$ cat src/rtl/io_pkg.sv
// Shared types, code-class constants and head-character classifier for io_char_buffer.
package io_pkg;

    typedef enum logic [1:0] {
        IDLE  = 2'd0,
        SHIFT = 2'd1,
        WAIT  = 2'd2
    } io_state_t;

    typedef enum logic [2:0] {
        CLS_NOP   = 3'd0,
        CLS_DIGIT = 3'd1,
        CLS_SIGN  = 3'd2,
        CLS_CR    = 3'd3,
        CLS_TAB   = 3'd4,
        CLS_WAIT  = 3'd5,
        CLS_STOP  = 3'd6
    } io_class_t;

    localparam logic [4:0] C_SIGN      = 5'b00001;
    localparam logic [4:0] C_CR        = 5'b00010;
    localparam logic [4:0] C_TAB       = 5'b00011;
    localparam logic [4:0] C_WAIT      = 5'b00111;
    localparam logic [4:0] C_STOP      = 5'b00100;
    localparam logic [4:0] C_DIGIT_MSK = 5'b10000;
    // Bit 3 is a don't-care for every control class.
    localparam logic [4:0] C_CLASS_MSK = 5'b10111;

    function automatic io_class_t classify(input logic [4:0] h);
        io_class_t c;
        c = CLS_NOP;
        if ((h & C_DIGIT_MSK) != 5'd0)          c = CLS_DIGIT;
        else if ((h & C_CLASS_MSK) == C_SIGN)   c = CLS_SIGN;
        else if ((h & C_CLASS_MSK) == C_CR)     c = CLS_CR;
        else if ((h & C_CLASS_MSK) == C_TAB)    c = CLS_TAB;
        else if ((h & C_CLASS_MSK) == C_WAIT)   c = CLS_WAIT;
        else if ((h & C_CLASS_MSK) == C_STOP)   c = CLS_STOP;
        return c;
    endfunction

endpackage

$ cat src/rtl/io_char_fifo.sv
// Character FIFO; the head slot is exposed combinationally and reads zero when empty.
module io_char_fifo #(
    parameter int unsigned CHAR_W = 5,
    parameter int unsigned DEPTH  = 4
) (
    input  logic                     clk,
    input  logic                     rst_n,
    input  logic                     clr,
    input  logic                     push,
    input  logic                     pop,
    input  logic [CHAR_W-1:0]        din,
    output logic [CHAR_W-1:0]        head,
    output logic [$clog2(DEPTH):0]   count,
    output logic                     full,
    output logic                     empty
);

    localparam int unsigned PTR_W = (DEPTH > 1) ? $clog2(DEPTH) : 1;
    localparam int unsigned CNT_W = $clog2(DEPTH) + 1;

    logic [CHAR_W-1:0] mem [DEPTH];
    logic [PTR_W-1:0]  rd_ptr;
    logic [PTR_W-1:0]  wr_ptr;
    logic              do_pop;
    logic              do_push;

    assign full    = (count == CNT_W'(DEPTH));
    assign empty   = (count == '0);
    assign do_pop  = pop & ~empty;
    // A push into a full FIFO is accepted only when the head leaves in the same cycle.
    assign do_push = push & (~full | do_pop);
    assign head    = empty ? '0 : mem[rd_ptr];

    always_ff @(posedge clk) begin
        if (do_push && !clr) mem[wr_ptr] <= din;
    end

    always_ff @(posedge clk or negedge rst_n) begin
        if (!rst_n) begin
            rd_ptr <= '0;
            wr_ptr <= '0;
            count  <= '0;
        end else if (clr) begin
            rd_ptr <= '0;
            wr_ptr <= '0;
            count  <= '0;
        end else begin
            if (do_pop)  rd_ptr <= rd_ptr + PTR_W'(1);
            if (do_push) wr_ptr <= wr_ptr + PTR_W'(1);
            if (do_push && !do_pop)      count <= count + CNT_W'(1);
            else if (do_pop && !do_push) count <= count - CNT_W'(1);
        end
    end

endmodule

$ cat src/rtl/io_char_buffer.sv
// Merges input-device character channels into a FIFO, classifies the head (OB)
// and serialises digits LSB-first through the OA shift register.
module io_char_buffer #(
    parameter int unsigned CHAR_W  = 5,
    parameter int unsigned DEPTH   = 4,
    parameter int unsigned NUM_SRC = 5,
    parameter int unsigned DIGIT_W = 4
) (
    input  logic                        CLOCK,
    input  logic                        rst_n,
    input  logic [NUM_SRC-1:0]          src_valid,
    input  logic [NUM_SRC*CHAR_W-1:0]   src_data,
    input  logic                        in_enable,
    output logic                        src_ready,
    input  logic                        bit_strobe,
    input  logic                        wait_release,
    input  logic                        ready_clr,
    output logic [CHAR_W-1:0]           ob,
    output logic                        ob_valid,
    output logic                        oa_bit,
    output logic                        oa_valid,
    output logic                        os,
    output logic                        word_end,
    output logic                        tab_flag,
    output logic                        stop_pulse,
    output logic                        hc,
    output logic [$clog2(DEPTH):0]      count,
    output logic                        overrun,
    output logic                        collision
);

    import io_pkg::*;

    localparam int unsigned BCNT_W = (DIGIT_W > 1) ? $clog2(DIGIT_W) : 1;

    io_state_t          state;
    io_state_t          state_nx;
    io_class_t          cls;
    logic [CHAR_W-1:0]  merged;
    logic               push_req;
    logic               multi_src;
    logic               full;
    logic               empty;
    logic               pop;
    logic               flush;
    logic               load_oa;
    logic               os_set;
    logic               os_clr;
    logic [DIGIT_W-1:0] oa;
    logic [BCNT_W-1:0]  bit_cnt;

    // OR-merge of all strobing channels.
    always_comb begin
        merged = '0;
        for (int k = 0; k < int'(NUM_SRC); k++) begin
            if (src_valid[k]) merged = merged | src_data[k*CHAR_W +: CHAR_W];
        end
    end

    assign push_req  = (|src_valid) & in_enable;
    assign multi_src = (src_valid & (src_valid - NUM_SRC'(1))) != '0;

    io_char_fifo #(
        .CHAR_W (CHAR_W),
        .DEPTH  (DEPTH)
    ) u_fifo (
        .clk   (CLOCK),
        .rst_n (rst_n),
        .clr   (ready_clr | flush),
        .push  (push_req),
        .pop   (pop),
        .din   (merged),
        .head  (ob),
        .count (count),
        .full  (full),
        .empty (empty)
    );

    assign ob_valid  = ~empty;
    assign src_ready = in_enable & ~full;
    assign oa_bit    = oa[0];
    assign oa_valid  = (state == SHIFT);
    assign hc        = ob_valid | (state != IDLE);

    // Next-state, pop decision and head-class pulses.
    always_comb begin
        state_nx   = state;
        pop        = 1'b0;
        flush      = 1'b0;
        load_oa    = 1'b0;
        os_set     = 1'b0;
        os_clr     = 1'b0;
        word_end   = 1'b0;
        tab_flag   = 1'b0;
        stop_pulse = 1'b0;
        cls        = classify(ob[4:0]);
        unique case (state)
            IDLE: begin
                if (ob_valid && !ready_clr) begin
                    pop = 1'b1;
                    case (cls)
                        CLS_DIGIT: begin
                            load_oa  = 1'b1;
                            state_nx = SHIFT;
                        end
                        CLS_SIGN: os_set = 1'b1;
                        CLS_CR: begin
                            word_end = 1'b1;
                            os_clr   = 1'b1;
                        end
                        CLS_TAB: begin
                            word_end = 1'b1;
                            tab_flag = 1'b1;
                            os_clr   = 1'b1;
                        end
                        CLS_WAIT: state_nx = WAIT;
                        CLS_STOP: begin
                            stop_pulse = 1'b1;
                            os_clr     = 1'b1;
                            flush      = 1'b1;
                        end
                        default: ;
                    endcase
                end
            end
            SHIFT: begin
                if (bit_strobe && bit_cnt == BCNT_W'(DIGIT_W - 1)) state_nx = IDLE;
            end
            WAIT: begin
                if (wait_release) state_nx = IDLE;
            end
            default: state_nx = IDLE;
        endcase
    end

    always_ff @(posedge CLOCK or negedge rst_n) begin
        if (!rst_n) begin
            state   <= IDLE;
            oa      <= '0;
            bit_cnt <= '0;
            os      <= 1'b0;
        end else if (ready_clr) begin
            state   <= IDLE;
            oa      <= '0;
            bit_cnt <= '0;
            os      <= 1'b0;
        end else begin
            state <= state_nx;
            if (load_oa) begin
                oa      <= ob[DIGIT_W-1:0];
                bit_cnt <= '0;
            end else if (state == SHIFT && bit_strobe) begin
                oa      <= oa >> 1;
                bit_cnt <= bit_cnt + BCNT_W'(1);
            end
            if (os_clr)      os <= 1'b0;
            else if (os_set) os <= 1'b1;
        end
    end

    // Sticky set/reset flags; clear wins over set.
    always_ff @(posedge CLOCK or negedge rst_n) begin
        if (!rst_n)                        overrun <= 1'b0;
        else if (ready_clr)                overrun <= 1'b0;
        else if (push_req && full && !pop) overrun <= 1'b1;
    end

    always_ff @(posedge CLOCK or negedge rst_n) begin
        if (!rst_n)         collision <= 1'b0;
        else if (ready_clr) collision <= 1'b0;
        else if (multi_src) collision <= 1'b1;
    end

endmodule

$ cat config.mk
export PLATFORM = sky130hd
export DESIGN_NAME = io_char_buffer
export DESIGN_NICKNAME = d
export VERILOG_FILES = /design/src/rtl/io_pkg.sv /design/src/rtl/io_char_fifo.sv /design/src/rtl/io_char_buffer.sv
export SDC_FILE = /design/constraint.sdc
export NUM_CORES = 1
export LEC_CHECK = 0
export BUFFER_PORTS_ARGS = -buffer_cell sky130_fd_sc_hd__buf_2
export CAP_MARGIN = 10
export CORE_ASPECT_RATIO = 1.2
export CORE_UTILIZATION = 56
export DETAILED_ROUTE_END_ITERATION = 6
export PLACE_DENSITY = 0.81
export SKIP_LAST_GASP = 1
export SLEW_MARGIN = 20
export SYNTH_ARGS = -nofsm -noshare
export SYNTH_HDL_FRONTEND = slang
export SYNTH_SLANG_ARGS = --single-unit
$ cat constraint.sdc
create_clock -name CLOCK -period 5 [get_ports CLOCK]
set_input_delay 1 -clock CLOCK [delete_from_list [all_inputs] [get_ports CLOCK]]
set_output_delay 1 -clock CLOCK [all_outputs]
set_load 0.1 [all_outputs]
==> metrics.txt <==
outcome finished, final reports clean; Via density 6.15; Starting Density about 59%; Residual DRC 0; Ys Warns 0; vias in the first global route roughly 1.5k; Non-Filler Instances 253; RSZ-0062 raised after global routing false; Tot GR Track Use 25.1%; gpl congestion around 0.85; clk root buf clkbuf_8; Yosys cell types 43; fraction of layout cells with a size suffix above 1 33.3%; HPWL Detailed 3300 µm; die extent in y 67.1 µm; min Tclk post-route 3.58 ns; syn_nets between 200 and 250; Worst Tran Pin Value roughly 0.63 ns; Req. time, crit path around 4.0 ns; Clock Skew 0.0106 ns; setup TNS 0 ns; cells on worst reg2reg path 7; register bit total from synthesis 38; Fin. Hold Viols 0; GR Overflow Total 0; Fill cells 236; CTS resizes 0; CP Launch Type input port; placed insts 245; CTS tree yes; global-route wire length before repair 6940 µm; f_max 280 MHz; Worst Path Max Fanout 13; CP endpoint kind output port; post-synthesis sequential area ratio 53.2%; post-layout net count 258; mapped cell area between 0.0015 and 0.002 mm²; clk_lat worst skew 0.29 ns; # setup viols final 0; ANT cells 0; H-tree levels 2; Area Growth Syn to Fin 19.1%; Slew headroom 57.8%; WS Path Type in -> out; clock sinks 38; Max-Cap Viols 0; CP arrival 2.58 ns; Worst Hold Launch oa[3]$_DFFE_PN0P_; # port buffers 54; Longest Clk Path Bufs 2; initial antenna violation count 0; Die ar. 0.00377 mm²; Post CTS Setup Buffer Count 0; Worst Hold Class reg -> reg; Final Max Tran Viols 0; Die X approximately 56 µm; vias post-DR 1556; drt first pass iters 4; leading cell type in the layout, fill and taps excluded buf_2; CTS clock-pin slew for the worst setup and hold paths approximately 0.07 ns; drt initial violations 124; cts bufs inserted 5; Routed WL around 4200 µm; Worst Hold Depth 2; Final Cycle Share 71.5%; RR Endpoint u_fifo.count[1]$_DFFE_PN0P_; WHS Endpoint oa[2]$_DFFE_PN0P_; post-route ant nets 0; IO Count 55; largest net degree at the start of global routing 19; cts hold-fix bufs 0; Routed WL per cell 16.8 µm; core footprint 0.00337 mm²; reg2reg setup slack 2.39 ns; most frequent cells in the layout buf_2 (54), edfxtp_1 (20), dfrtp_1 (18); Syn Area/Cell roughly 12 µm²; Post-Syn Instances approximately 160; Row Count 23; RR Startpoint state[0]$_DFFE_PN0P_
critical path, stage by stage:
cell and delay [ns]:
buf_2 0.18, or3_1 0.42, nor3_1 0.22, nand2_1 0.13, nor3b_1 0.18, buf_2 0.45
cell families after synthesis:
logic type	share of synthesized area (%)
buffers and inverters	4.37
xor gates and xnor gates	3.10
muxes	6.90
and+or+nand+nor	15.2
DFF	53.2
AOI/OAI and AO/OA	11.9
adders and majority gates	5.32
state kept, by name, summed over array words and instances, names as in the netlist:
| signal | count |
|---|---|
| oa | 4 |
| state | 2 |
| u_fifo.mem | 20 |
| overrun | 1 |
| u_fifo.rd_ptr | 2 |
| os | 1 |
| u_fifo.count | 3 |
| collision | 1 |
| u_fifo.wr_ptr | 2 |
| bit_cnt | 2 |
worst max-delay path by stage:
stage,start,to,slack (ns),cells after the start
floorplan,ready_clr,tab_flag,0.14,4
global placement,ready_clr,tab_flag,1.50,6
detailed placement,ready_clr,tab_flag,1.47,6
CTS,ready_clr,tab_flag,1.46,6
global route,ready_clr,tab_flag,1.31,6
finish,ready_clr,tab_flag,1.42,6
stage by stage:
stage	worst slack, ns	utilization (%)	hold WS [ns]	cell area (µm²)
finish	1.42	69.9	0.499	2350
global route	1.31	69.9	0.528	2350
CTS	1.46	69.9	0.496	2350
detailed placement	1.47	66.7	0.479	2250
global placement	1.50	66.7	0.467	2250
floorplan	0.140	-	0.447	1980
area by class of cell:
cell class / instances / area [µm²] / area share, %
Tap cell: 37 / 46.3 / 1.97
Sequential cell: 38 / 1050 / 44.7
Clock buffer: 6 / 72.6 / 3.08
Multi-Input combinational cell: 105 / 838 / 35.6
Timing Repair Buffer: 54 / 270 / 11.5
Inverter: 11 / 41.3 / 1.75
Clock inverter: 2 / 33.8 / 1.44
layer usage:
layer	vias up	global-route usage, %	wire length, µm
met5	-	0	0
met1	763	28.0	1650
met2	76	45.2	2280
met4	0	13.4	65
li1	711	-	-
met3	6	5.05	245
cell usage after synthesis:
cell type / n / share of area [%]
or3b_1: 1 / 0.44
nor3b_1: 3 / 1.1
nor4_1: 1 / 0.32
o21ba_2: 2 / 1.0
a21oi_2: 1 / 0.44
nor2b_1: 1 / 0.32
mux4_1: 1 / 1.3
mux4_2: 4 / 4.6
dfrtp_1: 18 / 23
clkbuf_1: 5 / 0.95
nor3_2: 1 / 0.51
a21o_1: 1 / 0.38
o21ba_1: 1 / 0.51
edfxtp_1: 20 / 30
or3_1: 4 / 1.3
buf_1: 1 / 0.19
xor2_1: 3 / 1.3
nor2_1: 13 / 2.5
mux2i_1: 2 / 1.0
xnor2_1: 4 / 1.8
or4b_2: 1 / 0.51
a22oi_1: 5 / 1.9
ha_1: 6 / 3.8
a221oi_2: 1 / 0.76
a31oi_1: 1 / 0.32
a21oi_1: 4 / 1.0
o21ai_0: 2 / 0.51
buf_6: 2 / 1.1
and3b_1: 1 / 0.44
nor3_1: 5 / 1.3
a222oi_1: 8 / 4.1
and2_1: 5 / 1.6
nand3_1: 1 / 0.25
maj3_1: 1 / 0.51
and3_1: 6 / 1.9
inv_1: 10 / 1.9
clkinv_1: 1 / 0.19
nand2b_1: 1 / 0.32
fa_1: 1 / 1.0
o21bai_2: 1 / 0.57
a311oi_1: 1 / 0.44
nand2_1: 10 / 1.9
or3b_4: 1 / 0.57
Power is left out: the tool's default activity adds up to more than one toggle a clock period on the data nets, which glitch-free logic cannot reach.
